[src/rtl/sprite_renderer_n.sv]
`default_nettype none
// ============================================================================
//  Module   : sprite_renderer_n
//  Purpose  : Line-by-line sprite renderer: fetches each sprite line from a
//             combinational ROM into a line buffer, then shifts it out as one
//             pixel per cycle with optional horizontal/vertical mirroring.
//             Define SPRITE_STRETCH_EN to hold every pixel for two cycles.
//  Revision : 1.0  initial release
// ============================================================================
module sprite_renderer_n #(
  parameter  int WIDTH  = 16,
  parameter  int HEIGHT = 16,
  localparam int AW     = $clog2(HEIGHT) + $clog2(WIDTH / 8)
) (
  input  logic          clk,
  input  logic          reset,
  input  logic          vstart,
  input  logic          load,
  input  logic          hstart,
  input  logic          hmirror,
  input  logic          vmirror,
  output logic [AW-1:0] rom_addr,
  input  logic [7:0]    rom_bits,
  output logic          gfx,
  output logic          busy,
  output logic          done
);

  localparam int BPL = WIDTH / 8;
  localparam int XW  = $clog2(WIDTH);
  localparam int YW  = $clog2(HEIGHT);
  localparam int BW  = (BPL > 1) ? $clog2(BPL) : 1;
  localparam logic [BW-1:0] BYTE_LAST = BW'(BPL - 1);

  typedef enum logic [2:0] {
    IDLE        = 3'd0,
    WAIT_LOAD   = 3'd1,
    SETUP       = 3'd2,
    FETCH       = 3'd3,
    WAIT_HSTART = 3'd4,
    DRAW        = 3'd5
  } state_t;

  state_t         state;
  state_t         state_nx;
  logic [YW-1:0]  ycount;
  logic [XW-1:0]  xcount;
  logic [BW-1:0]  byte_index;
  logic [WIDTH-1:0] line_buf;
  logic           hm;
  logic           vm;
  logic [YW-1:0]  row;
  logic [AW-1:0]  addr_next;
  logic           pixel;
  logic           x_adv;
  logic           line_end;

  // Sizes are powers of two, so N-1-count is simply the bitwise complement.
  assign row   = vm ? ~ycount : ycount;
  assign pixel = line_buf[hm ? ~xcount : xcount];
  assign busy  = (state != IDLE);

  generate
    if (BPL > 1) begin : g_addr_bytes
      assign addr_next = {row, byte_index};
    end else begin : g_addr_row
      assign addr_next = row;
    end
  endgenerate

`ifdef SPRITE_STRETCH_EN
  logic phase;

  always_ff @(posedge clk or posedge reset) begin
    if (reset) begin
      phase <= 1'b0;
    end else if (state == DRAW) begin
      phase <= ~phase;
    end else begin
      phase <= 1'b0;
    end
  end

  assign x_adv    = phase;
  assign line_end = phase & (&xcount);
`else
  assign x_adv    = 1'b1;
  assign line_end = &xcount;
`endif

  always_ff @(posedge clk or posedge reset) begin
    if (reset) begin
      state <= IDLE;
    end else begin
      state <= state_nx;
    end
  end

  always_comb begin
    state_nx = state;
    case (state)
      IDLE:        if (vstart) state_nx = WAIT_LOAD;
      WAIT_LOAD:   if (load)   state_nx = SETUP;
      SETUP:       state_nx = FETCH;
      FETCH:       state_nx = (byte_index == BYTE_LAST) ? WAIT_HSTART : SETUP;
      WAIT_HSTART: if (hstart) state_nx = DRAW;
      DRAW: begin
        if (line_end) state_nx = (&ycount) ? IDLE : WAIT_LOAD;
      end
      default:     state_nx = IDLE;
    endcase
  end

  always_ff @(posedge clk or posedge reset) begin
    if (reset) begin
      ycount     <= '0;
      xcount     <= '0;
      byte_index <= '0;
      line_buf   <= '0;
      hm         <= 1'b0;
      vm         <= 1'b0;
      rom_addr   <= '0;
      gfx        <= 1'b0;
      done       <= 1'b0;
    end else begin
      done <= 1'b0;
      case (state)
        IDLE: begin
          ycount <= '0;
          gfx    <= 1'b0;
        end
        WAIT_LOAD: begin
          xcount     <= '0;
          byte_index <= '0;
          gfx        <= 1'b0;
          // Mirror requests are sampled only here so mid-line changes are inert.
          if (load) begin
            hm <= hmirror;
            vm <= vmirror;
          end
        end
        SETUP: begin
          rom_addr <= addr_next;
        end
        FETCH: begin
          line_buf[{byte_index, 3'b000} +: 8] <= rom_bits;
          if (byte_index != BYTE_LAST) byte_index <= byte_index + 1'b1;
        end
        DRAW: begin
          gfx <= pixel;
          if (x_adv) xcount <= xcount + 1'b1;
          if (line_end) begin
            ycount <= ycount + 1'b1;
            if (&ycount) done <= 1'b1;
          end
        end
        default: begin
        end
      endcase
    end
  end

endmodule
`default_nettype wire
[config.mk]
export PLATFORM = sky130hd
export DESIGN_NAME = sprite_renderer_n
export DESIGN_NICKNAME = d
export VERILOG_FILES = /design/src/rtl/sprite_renderer_n.sv
export SDC_FILE = /design/constraint.sdc
export NUM_CORES = 1
export LEC_CHECK = 0
export ABC_AREA = 1
export CORE_ASPECT_RATIO = 1.1
export CORE_UTILIZATION = 49
export CTS_BUF_LIST = sky130_fd_sc_hd__clkbuf_8 sky130_fd_sc_hd__clkbuf_16
export DETAILED_ROUTE_END_ITERATION = 10
export PLACE_DENSITY = 0.79
export SLEW_MARGIN = 20
export SYNTH_ARGS = -nofsm -noshare
export SYNTH_HDL_FRONTEND = slang
export SYNTH_SLANG_ARGS = --single-unit
[constraint.sdc]
create_clock -name clk -period 1.76 [get_ports clk]
set_clock_uncertainty 0.1 [all_clocks]
set_input_delay 0.352 -clock clk [delete_from_list [all_inputs] [get_ports clk]]
set_output_delay 0.352 -clock clk [all_outputs]
set_load 0.01 [all_outputs]
Yosys cells after proc, flatten, opt, wreduce, memory -nomap -nowiden
Index checks and enable logic that the tools add are counted.

word-level totals
  register bits after elaboration = 37
  bits of input ports = 15
  output and inout bits = 8
  logic and storage cells = 61

cells by class
  add/subtract/negate cells = 4
  order comparisons = 1
  equality and inequality tests = 9
  shift operators = 2
  multiplexer cells = 21
  bitwise logic cells = 2
  reductions and logical operators = 12

operators with widths
  cell                                                                    number
  3-bit case mux with 6 select lines                                      1
  16-bit bitwise mux                                                      1
  4-bit case mux with 2 select lines                                      2
  8-bit by 6-bit variable shift with 16-bit output, first input constant  1
  8-bit by 6-bit variable part select with 16-bit output                  1
  3-bit 2-to-1 mux                                                        5
  4-bit 2-to-1 mux                                                        3
  4-bit AND reduction                                                     3
  4-bit by 1-bit adder with 4-bit output, second input constant           2
  2-bit != test, second input constant                                    4
  4-bit NOT                                                               2
  2-bit nonzero test                                                      4
  3-bit by 2-bit == test with 1-bit output, second input constant         2
  3-bit == test, second input constant                                    2
  1-bit 2-to-1 mux                                                        6
  4-bit negator with 6-bit output                                         1
  4-bit by 5-bit < comparator with 1-bit output, second input constant    1
  1-bit binary-select mux with 4-bit select                               1
  1-bit case mux with 2 select lines                                      2
  2-bit AND reduction                                                     2
  3-bit by 1-bit == test with 1-bit output, second input constant         1
  3-bit zero test                                                         1
  3-bit nonzero test                                                      1
  2-bit OR reduction                                                      1
  1-bit adder, second input constant                                      1

Logic depth before layout (Yosys ltp)
  word-level depth = 5
  mapped depth = 10
  gate-level depth less buffers = 9

Worst setup path before layout
No wires, ideal clock.

  path type = reg2reg
  start = reg xcount[1]
  end = reg state[2]
  setup time = 0.123 ns
  arrival = 1.195 ns
  required time = 1.537 ns
  slack = 0.342 ns
  stages on the path, launching flop included = 7
  path buffers = 0
  clock period less this slack = 1.418 ns
  cells stage by stage = dfrtp_1 ha_1 nand3_1 nand2_1 o2111ai_2 o21ai_0 nand2_1

between the ends
  longest elaborated chain between the ends = 3

ends and longest elaborated chain
  element                               line  text
  start, declared                       47    logic [XW-1:0] xcount;
  start signal, assigned                151   if (x_adv) xcount <= xcount + 1'b1;
  4-bit AND reduction                   88    assign line_end = &xcount;
  2-bit != test (no source line)        n/a
  4-bit AND reduction (no source line)  n/a
  end signal, assigned                  95    state <= state_nx;
  end, declared                         44    state_t state;

Every way passes these cells.
A chain may end at the register's enable or synchronous reset.

Worst setup path in the final report
  start = reg state[0]
  end = out busy

between the ends
  longest elaborated chain between the ends = 1

ends and longest elaborated chain
  element             line  text
  3-bit nonzero test  61    assign busy = (state != IDLE);
  end, declared       25    output logic busy,

Every way passes these cells.

==> impl_metrics.csv <==
group,metric,value,unit
route,drc,0,
cts,cts_buffer_depth,2,
placement,portBuffers,22,
synthesis,synth_compound_area_share,13.0,%
sta,relSlewSlack,73.5,%
cells_and_area,area_growth,20.2,%
setup_path,critPathMaxStageDelay,400,ps
route,firstDrtPassIters,4,
die,ios,23,
route,drt_iter0_markers,60,
cts,clk_latency,290,ps
synthesis,synth_cell_types,32,
sta,min_period_over_period,96.2,%
setup_path,r2r_end,"state[2]",
route,num_vias,1460,
synthesis,yosys_warnings,0,
grt,grt_pass1_wl,6040,microns
cts,clock-sinks,37,
sta,tightestPinTransition,397,ps
setup_path,crit_path_end_kind,"output pin",
setup_path,required,1310,ps
synthesis,synth.top_cell.area_share,49.3,%
synthesis,synthAdderAreaFrac,1.33,%
grt,gr-total-overflow,0,
die,start_util,51.4,%
placement,hpwlAfterDp,2600,microns
route,postRouteAntennaNets,0,
sta,finalMaxSlewViolations,0,
setup_path,r2r_cells,8,
setup_path,cp.arrival,1240,ps
route,drt-total-wl,3430,microns
synthesis,synth_top_family_by_area,"simple AND/OR/NAND/NOR gates",
grt,grt_max_degree,38,
placement,place.gp.congestion,0.848,
sta,final.setup.worst_slack,66.4,ps
grt,antenna_found_initial,0,
placement,dp_cells,280,
die,core_area,0.00365,sq mm
synthesis,synthSimpleGateAreaFrac,23.8,%
cells_and_area,fill_cells,320,
synthesis,syn_area,0.00188,sq mm
cts,path_clk_slew,70,ps
synthesis,async_flop_share,100,%
setup_path,worstPathCellList,"nor2_2, nand2_1, dlygate4sd2_1",
pwr,power,3.55,mW
status,status,"completed",
pwr,vdd_drop_max,0.734,mV
cts,cts_buffers,5,
pwr,power.density,1570,mW/mm^2
setup_path,startpoint,"state[0]",
setup_path,cp_max_fo,3,
synthesis,synth_edf_count,0,
grt,groute.usage.overall,20.6,%
setup_path,critPathKind,"reg2out",
synthesis,synth_area_leaders,"dfrtp_1 49%, nand2_1 10%, nand3_1 5.9%, o21ai_2 4.2%, inv_1 4.0%",
sta,fmax,590,MHz
route,vias_per_cell,5.05,
worst_hold_path,holdCritPathClass,"in2async",
sta,hold_viol_final,0,
die,die_w,61.0,microns
cts,cts_tree,"built",
grt,grt_pass1_vias,1415,
synthesis,ys.flop_type,"dfrtp_1",
setup_path,slowest_stage,"dfrtp_1",
cts,htreeDepth,2,
setup_path,cp-endpoint,"busy",
sta,period_needed,1690,ps
cts,cts-root-buf,"clkbuf_8",
synthesis,netlist_instances,211,
synthesis,synth_mux_area_share,0.599,%
flow_run,cap_violations,0,
synthesis,synth_xor_area_share,4.66,%
setup_path,r2r-start,"state[1]",
setup_path,startpoint_type,"flip-flop",
cells_and_area,fin_nets,255,
die,die_h,67.0,microns
sta,setup_viol,0,
die,num_rows,23,
synthesis,syn_area_per_cell,8.91,sq um
synthesis,synth-seq-area-share,49.3,%
cells_and_area,final_cells,289,
synthesis,synth_top_area_cell,"dfrtp_1",
sta,tns,0,ps
setup_path,reg2reg_slack,180,ps
synthesis,ys_seq_elements,37,
cells_and_area,drive_gt1_share,16.3,%
synthesis,syn_nets,228,
placement,pre_cts_slack,135,ps
pwr,leakage,1.09,nW
die,die_area,0.00409,sq mm
route,routedWlPerCell,11.9,microns
cells_and_area,diodes,0,
sta,grt_setup_unrepaired,"false",
==> layout make-up <==
cell class,count,area [sq um],share of cell area [%]
clock inverter,1,5.00,0.221
multi-input combinational,144,817,36.2
inverter,24,90.1,3.99
sequential,37,927,41.0
timing repair buffer,26,262,11.6
clock buffer,7,96.3,4.26
tap,50,62.6,2.77
==> synthesized netlist by cell type, types with 2 or more instances <==
cell type   n
xnor2_1     7
nor3_1      2
o21ai_0    10
nor3_4      2
nand2_1    51
nor2_1      8
inv_2       4
a21oi_1     6
inv_1      20
nand3_1    22
ha_1        2
dfrtp_1    37
buf_6       3
xor2_1      3
nand2_2     3
o21ai_2     9
o21ai_1     7
==> worst max-delay path, delay by kind of cell, from the launching register on <==
family | cells | cell delay (ps)
flip-flops | 1 | 400
buffers and inverters | 1 | 290
AND/OR/NAND/NOR | 2 | 260
==> timing repair <==
item / 4_1_cts / 5_1_grt
gates resized for setup: 2 / 1
setup endpoints to repair: 1 / 2
buffers inserted: 0 / 1
hold buffers: 0 / 0
pin swaps: 0 / 0
cloned: 0 / 0
==> stage by stage <==
step                      util (%)  hold WS, ps  area (sq um)
after CTS                     61.6          306          2250
after detailed placement      58.8          377          2150
after global routing          61.8          311          2260
after floorplan                  -          355          1880
after global placement        58.8          365          2150
final                         61.8          307          2260
==> layer usage <==
metal / part of all wire [%] / vias up / track usage (%)
met2: 52 / 35 / 34.8
met4: 1.7 / 0 / 8.81
li1: - / 739 / -
met5: 0 / - / 0
met1: 43 / 679 / 23.6
met3: 3.4 / 7 / 6.21
==> flip-flops by register name, indices dropped and copies added, names as in the netlist, 3 cells and up <==
register	flops
xcount	4
line_buf	16
rom_addr	5
ycount	4
state	3
==> cells in the final DEF (no fill, tap or decap), types with 6 or more instances in the layout <==
master	netlist	routed
a21oi_1	6	6
clkbuf_8	0	7
clkdlybuf4s50_1	0	21
dfrtp_1	37	36
inv_1	20	20
nand2_1	51	51
nand3_1	22	22
nor2_1	8	7
o21ai_0	10	10
o21ai_1	7	7
o21ai_2	9	9
xnor2_1	7	7
==> report_power, final <==
group	total [mW]	switching (mW)	internal, mW
logic	1.52	0.867	0.649
registers	1.39	0.227	1.16
clock network	0.639	0.286	0.354
==> how the worst min path moves through the flow <==
| stage | start | end | slack [ps] |
|---|---|---|---|
| 2_1_floorplan | line_buf[10] | line_buf[10] | 360 |
| 3_3_place_gp | rom_addr[4] | rom_addr[4] | 370 |
| 3_5_place_dp | rom_addr[0] | rom_addr[0] | 380 |
| 4_1_cts | reset | rom_addr[3] | 310 |
| 5_1_grt | reset | ycount[2] | 310 |
| 6_report | reset | xcount[3] | 310 |
==> cells by family (layout without fill, tap and decap cells) <==
family,Yosys count,in the layout
flops,37,37
fa+ha+maj,2,2
simple gates,94,94
compound gates,37,37
mux,1,1
buf+inv,30,58
xor+xnor,10,10
Power figures use the tool's default switching activity.
